## src/rtl/router_fifo_pkg.sv

```systemverilog
// rtl/router_fifo_pkg.sv - shared types, defaults and header-length helper for the packet FIFO
package router_fifo_pkg;

  localparam int DATA_W_DEF  = 8;
  localparam int DEPTH_DEF   = 16;
  localparam int LEN_LSB_DEF = 2;
  localparam int LEN_W_DEF   = 6;

  typedef enum logic {
    RD_HDR  = 1'b0,
    RD_BODY = 1'b1
  } rd_state_t;

  // Generic so any DATA_W/LEN_LSB/LEN_W instance can reuse it; callers narrow the result.
  function automatic logic [63:0] len_of(input logic [63:0] word, input int lsb, input int w);
    return (word >> lsb) & ((64'd1 << w) - 64'd1);
  endfunction

endpackage

```

## src/rtl/router_fifo_ram.sv

```systemverilog
// rtl/router_fifo_ram.sv - (DATA_W+1) x DEPTH storage, synchronous write and read, no reset
module router_fifo_ram #(
  parameter int WIDTH = 9,
  parameter int DEPTH = 16,
  parameter int AW    = 4
) (
  input  logic             clock,
  input  logic             wr_en,
  input  logic [AW-1:0]    wr_addr,
  input  logic [WIDTH-1:0] wr_data,
  input  logic             rd_en,
  input  logic [AW-1:0]    rd_addr,
  output logic [WIDTH-1:0] rd_data
);

  logic [WIDTH-1:0] mem [DEPTH];

  always_ff @(posedge clock) begin
    if (wr_en) mem[wr_addr] <= wr_data;
    if (rd_en) rd_data <= mem[rd_addr];
  end

endmodule

```

## src/rtl/router_pkt_fifo.sv

```systemverilog
// rtl/router_pkt_fifo.sv - packet-aware channel FIFO with header/EOP tracking on the read side
// Optional ROUTER_PKT_FIFO_STATS_EN adds occupancy and pkt_count outputs.
module router_pkt_fifo
  import router_fifo_pkg::*;
#(
  parameter int DATA_W  = DATA_W_DEF,
  parameter int DEPTH   = DEPTH_DEF,
  parameter int LEN_LSB = LEN_LSB_DEF,
  parameter int LEN_W   = LEN_W_DEF
) (
  input  logic              clock,
  input  logic              resetn,
  input  logic              soft_reset,
  input  logic              write_enb,
  input  logic              lfd_state,
  input  logic [DATA_W-1:0] data_in,
  input  logic              read_enb,
  output logic [DATA_W-1:0] data_out,
  output logic              data_valid,
  output logic              sop_out,
  output logic              eop_out,
  output logic              hdr_err,
  output logic              full,
  output logic              empty
`ifdef ROUTER_PKT_FIFO_STATS_EN
  ,
  output logic [$clog2(DEPTH):0] occupancy,
  output logic [$clog2(DEPTH):0] pkt_count
`endif
);

  localparam int AW = $clog2(DEPTH);

  logic [AW:0]      wr_ptr, rd_ptr;
  logic             flush, wr_fire, rd_fire, have_rd;
  logic [DATA_W:0]  ram_q;
  logic             word_tag;
  logic [LEN_W-1:0] hdr_len;
  logic [LEN_W:0]   rem, rem_nxt;
  rd_state_t        state, state_nxt;

  assign flush   = !resetn || soft_reset;
  assign empty   = (wr_ptr == rd_ptr);
  assign full    = (wr_ptr[AW-1:0] == rd_ptr[AW-1:0]) && (wr_ptr[AW] != rd_ptr[AW]);
  assign wr_fire = write_enb && !full && !flush;
  assign rd_fire = read_enb && !empty && !flush;

  router_fifo_ram #(.WIDTH(DATA_W + 1), .DEPTH(DEPTH), .AW(AW)) u_ram (
    .clock   (clock),
    .wr_en   (wr_fire),
    .wr_addr (wr_ptr[AW-1:0]),
    .wr_data ({lfd_state, data_in}),
    .rd_en   (rd_fire),
    .rd_addr (rd_ptr[AW-1:0]),
    .rd_data (ram_q)
  );

  always_ff @(posedge clock) begin
    if (flush) begin
      wr_ptr <= '0;
      rd_ptr <= '0;
    end else begin
      if (wr_fire) wr_ptr <= wr_ptr + 1'b1;
      if (rd_fire) rd_ptr <= rd_ptr + 1'b1;
    end
  end

  // RAM output is unreset; have_rd forces data_out to 0 until the first pop after resetn.
  always_ff @(posedge clock) begin
    if (!resetn)      have_rd <= 1'b0;
    else if (rd_fire) have_rd <= 1'b1;
  end

  assign data_out = have_rd ? ram_q[DATA_W-1:0] : '0;
  assign word_tag = ram_q[DATA_W];
  assign hdr_len  = LEN_W'(len_of(64'(ram_q[DATA_W-1:0]), LEN_LSB, LEN_W));

  always_ff @(posedge clock) begin
    if (flush) begin
      data_valid <= 1'b0;
      state      <= RD_HDR;
      rem        <= '0;
    end else begin
      data_valid <= rd_fire;
      state      <= state_nxt;
      rem        <= rem_nxt;
    end
  end

  // Word popped last cycle is classified here, while it sits on data_out.
  always_comb begin
    state_nxt = state;
    rem_nxt   = rem;
    sop_out   = 1'b0;
    eop_out   = 1'b0;
    hdr_err   = 1'b0;
    if (data_valid) begin
      if (word_tag) begin
        sop_out   = 1'b1;
        hdr_err   = (state == RD_BODY);
        rem_nxt   = {1'b0, hdr_len} + (LEN_W + 1)'(1);
        state_nxt = RD_BODY;
      end else if (state == RD_HDR) begin
        hdr_err = 1'b1;
      end else begin
        if (rem != '0) rem_nxt = rem - 1'b1;
        if (rem <= (LEN_W + 1)'(1)) begin
          eop_out   = (rem == (LEN_W + 1)'(1));
          state_nxt = RD_HDR;
        end
      end
    end
  end

`ifdef ROUTER_PKT_FIFO_STATS_EN
  logic [LEN_W:0] wr_rem;
  logic           pkt_inc, pkt_dec;

  assign occupancy = wr_ptr - rd_ptr;
  assign pkt_inc   = wr_fire && !lfd_state && (wr_rem == (LEN_W + 1)'(1));
  assign pkt_dec   = eop_out && (pkt_count != '0);

  // Independent write-side length parser so packets are counted as their parity byte lands.
  always_ff @(posedge clock) begin
    if (flush) begin
      wr_rem    <= '0;
      pkt_count <= '0;
    end else begin
      if (wr_fire) begin
        if (lfd_state)
          wr_rem <= {1'b0, LEN_W'(len_of(64'(data_in), LEN_LSB, LEN_W))} + (LEN_W + 1)'(1);
        else if (wr_rem != '0)
          wr_rem <= wr_rem - 1'b1;
      end
      if (pkt_inc && !pkt_dec)      pkt_count <= pkt_count + 1'b1;
      else if (!pkt_inc && pkt_dec) pkt_count <= pkt_count - 1'b1;
    end
  end
`endif

endmodule

```

## config.mk

```make
export PLATFORM = sky130hd
export DESIGN_NAME = router_pkt_fifo
export DESIGN_NICKNAME = d
export VERILOG_FILES = /design/src/rtl/router_fifo_pkg.sv /design/src/rtl/router_fifo_ram.sv /design/src/rtl/router_pkt_fifo.sv
export SDC_FILE = /design/constraint.sdc
export NUM_CORES = 1
export LEC_CHECK = 0
export CAP_MARGIN = 0
export CORE_ASPECT_RATIO = 1.25
export CORE_UTILIZATION = 35
export CTS_BUF_LIST = sky130_fd_sc_hd__clkbuf_8
export DETAILED_ROUTE_END_ITERATION = 10
export PLACE_DENSITY = 0.62
export SETUP_SLACK_MARGIN = 0.5
export SLEW_MARGIN = 10
export SYNTH_ARGS = -nofsm -noshare
export SYNTH_HDL_FRONTEND = slang
export SYNTH_HIERARCHICAL = 1
export SYNTH_SLANG_ARGS = --single-unit
```

## constraint.sdc

```tcl
create_clock -name clock -period 3.4 [get_ports clock]
set_input_delay 0.68 -clock clock [delete_from_list [all_inputs] [get_ports clock]]
set_output_delay 0.68 -clock clock [all_outputs]
set_load 0.02 [all_outputs]
```

Word level (Yosys, flattened, before mapping)
Memory sizes are Yosys's and may differ from the RTL's. A register that Yosys moved wholly into a read port is not among the register bits.
Cells that the tools add are included.

operators by class
  reduce and logical (&&, ||, !) cells = 14
  order comparisons = 1
  equal/unequal tests = 4
  add/sub/neg operators = 4
  multiplexer cells = 18

operators by type and width
  kind                                                                   count
  7-bit 2-to-1 mux                                                       3
  1-bit 2-to-1 mux                                                       14
  5-bit by 1-bit adder with 5-bit output, second input constant          2
  8-bit 2-to-1 mux                                                       1
  6-bit by 1-bit adder with 7-bit output, second input constant          1
  7-bit by 1-bit equality test with 1-bit output, second input constant  1
  7-bit by 1-bit <= comparator with 1-bit output, second input constant  1
  7-bit nonzero test                                                     1
  7-bit by 1-bit subtractor with 7-bit output, second input constant     1
  5-bit equality test                                                    1
  1-bit logical AND                                                      5
  4-bit equality test                                                    1
  1-bit zero test                                                        4
  2-bit nonzero test                                                     2
  3-bit AND reduction                                                    1
  1-bit logical OR                                                       1
  1-bit != test                                                          1

storage, ports and cells
  input bits = 14
  flip-flop bits (word level) = 20
  bits in writable memories = 144
  word-level logic and storage cells = 48
  memories = 1
  output and inout bits = 14

memory list
  memory     words  bits a word  read ports  clocked after Yosys merged registers in  wr ports  RTL line               text
  u_ram.mem  16     9            1           1                                        1         router_fifo_ram.sv:16  logic [WIDTH-1:0] mem [DEPTH];

Logic depth before layout (Yosys ltp)
  depth after elaboration = 7
  gate-level depth with buffers = 7
  gate-level depth less buffers = 6

Cells and area by module
Netlist, hierarchy kept.

by module, submodules not included
  module           area an instance (µm²)  instances  cells each  seq. area each (µm²)
  router_fifo_ram  5870.6                  1          254         4594.4
  router_pkt_fifo  1372.6                  1          171         400.4

Worst setup path after synthesis
OpenSTA, ideal clock, no wires.

  path type = input to register
  start point = input port resetn
  end point = memory u_ram.mem[0][0], enable pin
  arrival = 2.628 ns
  stages = 6
  setup time = 0.387 ns
  data required time = 3.013 ns
  slack = 0.386 ns
  path buffers = 2
  cell sequence = nor2b_1 buf_2 buf_2 and2_1 or3b_2 nor3_1

on the way
  cells in the longest elaborated chain, start to end = 6

RTL lines
  element                                 RTL line               text
  start, declared                         router_pkt_fifo.sv:12  input logic resetn,
  1-bit zero test                         -
  1-bit logical OR                        router_pkt_fifo.sv:42  assign flush = !resetn || soft_reset;
  1-bit zero test                         router_pkt_fifo.sv:45  assign wr_fire = write_enb && !full && !flush;
  1-bit logical AND                       router_pkt_fifo.sv:45
  named net wr_fire                       router_pkt_fifo.sv:35  logic flush, wr_fire, rd_fire, have_rd;
  1-bit 2-to-1 mux                        router_fifo_ram.sv:19  if (wr_en) mem[wr_addr] <= wr_data;
  1-bit 2-to-1 mux (not written as such)  router_fifo_ram.sv:19
  end, declared                           router_fifo_ram.sv:16

The timed path passes the listed nets, and every way through them passes these cells.

Final worst setup path
  start point = register wr_ptr[3]
  end point = output port empty

on the way
  cells in the longest elaborated chain, start to end = 1

RTL lines
  element                 RTL line               text
  start, declared         router_pkt_fifo.sv:34  logic [AW:0] wr_ptr, rd_ptr;
  start signal, assigned  router_pkt_fifo.sv:63  if (wr_fire) wr_ptr <= wr_ptr + 1'b1;
  5-bit equality test     router_pkt_fifo.sv:43  assign empty = (wr_ptr == rd_ptr);
  end, declared           router_pkt_fifo.sv:24  output logic empty

No other way between the ends.

==> metrics.yaml <==
outcome: "complete, no violations"
rsz0062_at_grt: "true"
die_y_um: 163
n_fill_cell: 1838
routabilityCongestion: 0.784
grt_overflow: 0
relSlewSlack: 0.494
p_per_area_nw_per_um2: 459
htree_levels: 4
power_mw: 3.81
first_pass_iters: 5
coreArea_um2: 20200
grt_pass1_wl_mm: 22.2
fin_ws_ps: 490
vias: 3897
hp-class: "flop to flop"
crit_arrival_ps: 2230
final_cell_area_um2: 8280
ys_ff_latch: 173
finalNetCount: 498
cts_tree: "built"
start_util: 0.359
tightestPinTransition_ps: 758
min_period_ps: 2910
cts_buffer_depth: 2
end_kind: "output port"
drive_above_1_share: 0.182
antenna_found_initial: 0
ys_types: 50
io_pins: 28
leakage_nw: 2.59
yosysSeqAreaShare: 0.690
die_width_um: 131
start_kind: "flop"
syn-num-nets: 446
worst-path-max-fanout: 8
skew_ps: 12.5
finalNonFillerCells: 760
dp.cells: 726
clk_pin_slew_ps: 100
die_area_um2: 21300
routed_wl_mm: 14.6
pre_cts_slack_ps: 552
vdd_drop_max_mv: 0.213
cts_sinks: 173
num_antenna_cells: 0
cts_made_buffers: 17
grt_max_degree: 41
finalSetupTns_ps: 0
period_share: 0.856
timing.fmax_mhz: 344
cts_root_buffer: "clkbuf_8"
synth_area_um2: 7240
finalSetupViolations: 0
synth_edf_count: 153
final_hold_viol_count: 0
max_cap_viol_count: 0
routedWlPerCell_um: 19.2
area_growth_pct: 14.4
slew_viol_final: 0
hold_slack_ps: 528
hpwl_mm: 9.43
first_global_vias: 3815
synth_area_per_cell_um2: 17.0
ys_async_sr_fraction: 0
place.port_buffers: 27
clk_latency_ps: 450
rows: 58
yosys_warnings: 6
track_usage: 0.146
fin_util: 0.411
worst_ep_required_time_ps: 2720
mostFrequentLayoutCell: "edfxtp_1"
routed_via_density: 5.13
drc: 0
first_iter_violations: 343
r2r_slack_ps: 920
layout_common_cells: "edfxtp_1, nand2_1, clkdlybuf4s50_1"
placed_area_um2: 7870
synth-main-ff-cell: "edfxtp_1"
path_class: "flop to output port"
antenna_left: 0
syn_inst: 425
[logic make-up (layout without fill, tap and decap cells)]
group / count (synthesis) / count (layout) / synth area share
AO/OA/AOI/OAI: 59 / 59 / 0.0591
XOR/XNOR: 9 / 9 / 0.0119
adder cells (fa/ha/maj): 7 / 7 / 0.0121
buffers and inverters: 25 / 90 / 0.0233
flip-flops: 173 / 173 / 0.690
multiplexers: 42 / 42 / 0.128
AND/OR/NAND/NOR: 110 / 110 / 0.0760
[power breakdown]
part / internal (mW) / switching [mW]
sequential: 2.31 / 0.00752
clock: 0.545 / 0.813
combinational: 0.0495 / 0.0764
[timing repair]
item	in CTS	in global routing
endpoints found under the setup margin	3	3
setup buffers	0	2
hold buffers	0	0
gates cloned	0	0
resized for setup	7	1
[worst max-delay path, stage by stage (launching register included)]
cell and delay (ps):
dfxtp_1 500, xnor2_1 190, nand4_1 240, nor2_2 210
clkdlybuf4s50_1 630
[area by class of cell]
cell class | instances | area, µm² | share of cell area
Timing Repair Buffer | 49 | 435 | 0.0526
Multi-Input combinational cell | 227 | 2090 | 0.253
Clock inverter | 15 | 145 | 0.0175
Tap cell | 270 | 338 | 0.0408
Clock buffer | 17 | 234 | 0.0282
Inverter | 9 | 33.8 | 0.00408
Sequential cell | 173 | 5000 | 0.604
[cell usage after synthesis (all sizes together), types with 3 or more instances]
| cell | instances | area share |
|---|---|---|
| ha | 7 | 0.012 |
| mux4 | 36 | 0.12 |
| nor2b | 4 | 0.0035 |
| nand3 | 9 | 0.0062 |
| nand3b | 3 | 0.0031 |
| nand2 | 27 | 0.014 |
| a2111o | 3 | 0.0047 |
| nor2 | 26 | 0.013 |
| buf | 10 | 0.013 |
| nand2b | 8 | 0.0069 |
| a21oi | 11 | 0.0076 |
| and2 | 11 | 0.0095 |
| xnor2 | 7 | 0.0085 |
| dfxtp | 20 | 0.055 |
| mux2i | 6 | 0.0083 |
| nor3 | 10 | 0.0076 |
| edfxtp | 153 | 0.63 |
| a211oi | 3 | 0.0031 |
| o211ai | 3 | 0.0031 |
| clkbuf | 5 | 0.0045 |
| nand4 | 6 | 0.0052 |
| a22oi | 20 | 0.021 |
| inv | 9 | 0.0047 |
| o21ai | 8 | 0.0055 |
[final timing paths]
| path | startpoint | cells past startpoint | to |
|---|---|---|---|
| worst max register to register | wr_ptr[3]$_SDFFE_PN0P_ | 7 | u_ram/mem[2][6]$_DFFE_PP_ |
| worst min register to register | rem[1]$_SDFFE_PN0P_ | 2 | rem[1]$_SDFFE_PN0P_ |
| worst min-delay path | rem[1]$_SDFFE_PN0P_ | 2 | rem[1]$_SDFFE_PN0P_ |
| worst max-delay path | wr_ptr[3]$_SDFFE_PN0P_ | 4 | empty |
[metal layers]
metal | vias up | part of all wire | GRT usage
met4 | 0 | 0.020 | 0.0601
met1 | 1956 | 0.41 | 0.178
met5 | - | 0 | 0
li1 | 1815 | - | -
met3 | 18 | 0.034 | 0.0233
met2 | 108 | 0.54 | 0.255
[sequential cells by signal (all words and copies together) (netlist names)]
name,cells
data_valid,1
have_rd,1
rd_ptr,5
rem,7
state,1
u_ram/mem,144
u_ram/rd_data,9
wr_ptr,5
Note: power is estimated with default switching activity, not from simulation.
==> RTL change: new RTL, same flow settings <==
`LEN_W_DEF`: 6 -> 12.
--- a/src/rtl/router_fifo_pkg.sv
+++ b/src/rtl/router_fifo_pkg.sv
@@ -5,5 +5,5 @@
   localparam int DEPTH_DEF   = 16;
   localparam int LEN_LSB_DEF = 2;
-  localparam int LEN_W_DEF   = 6;
+  localparam int LEN_W_DEF   = 12;
 
   typedef enum logic {
Function: same outputs for any inputs over 4 cycles, from zero or initial values and one cycle with resetn low; that may be too few to reach the edited logic, so the function may still have changed.
==> RTL change against the unedited design <==
- synthesized area is 5.5% higher
- sequential cell count is 6 higher
- power is 5.1% higher
- sequential share of layout area is 2.0 points lower
- final area is 5.8% higher
- routed wire length is 8.1% higher
- setup slack better by 0.13 ns
- global-route usage is 0.16 points higher
- critical path depth stayed put
- largest cell class unchanged
- largest power group unchanged
==> RTL change: results (changes against the unedited design) <==
stage	metric	value	unit	change
outcome	status	completed		unchanged
worst_setup_path	cp.arrival	2.10	ns	was 2.23 ns
finish	fill_cells	1974		was 1838
logic_synthesis	synth_area_leaders	edfxtp_1, dfxtp_1, mux4_2, mux4_1, a22oi_1		was edfxtp_1, mux4_2, dfxtp_1, mux4_1, a22oi_1
worst_setup_path	cpMaxStageDelayCell	clkdlybuf4s50_1		unchanged
power	pg_comb	0.144	mW	was 0.126 mW
route	wl_met1	6800	um	was 5940 um
hold_path	whs_path_depth	2		unchanged
global_route	grtUsageTotal	14.8	%	was 14.6%
logic_synthesis	yosys.cell_types.count	52		was 50
power	leakagePower	2.83	nW	was 2.59 nW
finish	clock_cell_area_share	4.54	%	was 4.58%
worst_setup_path	cp-endpoint	eop_out		was empty
route	dr_wl_met2	8010	um	was 7840 um
finish	drive_above_1_share	17.9	%	was 18.2%
cts	cts_made_buffers	17		unchanged
route	drtIter0Drc	274		was 343
finish	seqAreaFraction	58.5	%	was 60.4%
hold_path	holdPathEnd	rem[11]		was rem[1]
global_route	met2_usage	24.2	%	was 25.5%
cts	cts_setup_buffers	3		was 0
placement	dp_hpwl	10300	um	was 9430 um
global_route	global_route.usage.met3	3.42	%	was 2.33%
global_route	grt_pass1_wl	24600	um	was 22200 um
worst_setup_path	slowest_delay	0.61	ns	was 0.63 ns
power	swShare	22.1	%	was 23.6%
cts	cts-resized-gates	5		was 7
logic_synthesis	synthTopCellsByCount	edfxtp_1, nand2_1, dfxtp_1		was edfxtp_1, nand2_1, nor2_1
route	dr.pass1.iters	4		was 5
finish	buffers	55		was 49
worst_setup_path	reg2reg_to	u_ram/mem[0][6]		was u_ram/mem[2][6]
worst_setup_path	timing.rr.start	wr_ptr[2]		was wr_ptr[3]
finish	multi_input_area	0.00239	sq mm	was 0.00209 sq mm
finish	seq_cells	179		was 173
route	num_vias	4356		was 3897
global_route	grt_pass1_vias	4296		was 3815
power	p_per_area	456	mW/mm^2	was 459 mW/mm^2
worst_setup_path	rrSetupSlack	0.81	ns	was 0.92 ns
route	drt_wl_total	15800	um	was 14600 um
worst_setup_path	critical-path-top-delay-family	simple AND/OR/NAND/NOR gates		was buffers and inverters
placement	gp_congestion	0.833		was 0.784
finish	n_all_inverters	5		was 9
route	met3_length	799	um	was 489 um
power	ir_drop	0.292	mV	was 0.213 mV
timing	timing.hold.ws	0.512	ns	was 0.528 ns
logic_synthesis	ys_seq_area_share	66.9	%	was 69.0%
finish	reg_top3	u_ram/mem x144, rem x13, u_ram/rd_data x9		was u_ram/mem x144, u_ram/rd_data x9, rem x7
global_route	met1_usage	19.4	%	was 17.8%
finish	buf_share	5.54	%	was 5.26%
timing	skew	0.0137	ns	was 0.0125 ns
hold_path	min_from	rem[11]		was rem[1]
timing	worstMarginPinSlew	0.736	ns	was 0.758 ns
finish	fin_nets	546		was 498
worst_setup_path	crit_path_start	rem[11]		was wr_ptr[3]
-- RTL change: through the flow --
step / cell area [sq um] / std cells / setup WS (ns)
final: 8760 / 816 / 0.615
after floorplan: 7650 / 473 / 0.673
after detailed placement: 8310 / 782 / 0.308
after global routing: 8760 / 816 / 0.511
after global placement: 8310 / 782 / 0.335
after CTS: 8740 / 816 / 0.482
-- RTL change: logic make-up (layout without fill, tap and decap cells) --
| kind of cell | Yosys count | after routing | share of synthesized area (%) |
|---|---|---|---|
| buffers and inverters | 27 | 91 | 2.19 |
| AO/OA/AOI/OAI | 67 | 67 | 6.27 |
| XOR/XNOR | 9 | 9 | 1.03 |
| multiplexers | 46 | 46 | 12.7 |
| adder cells (fa/ha/maj) | 7 | 7 | 1.15 |
| AND/OR/NAND/NOR | 138 | 138 | 9.77 |
| flip-flops | 179 | 179 | 66.9 |
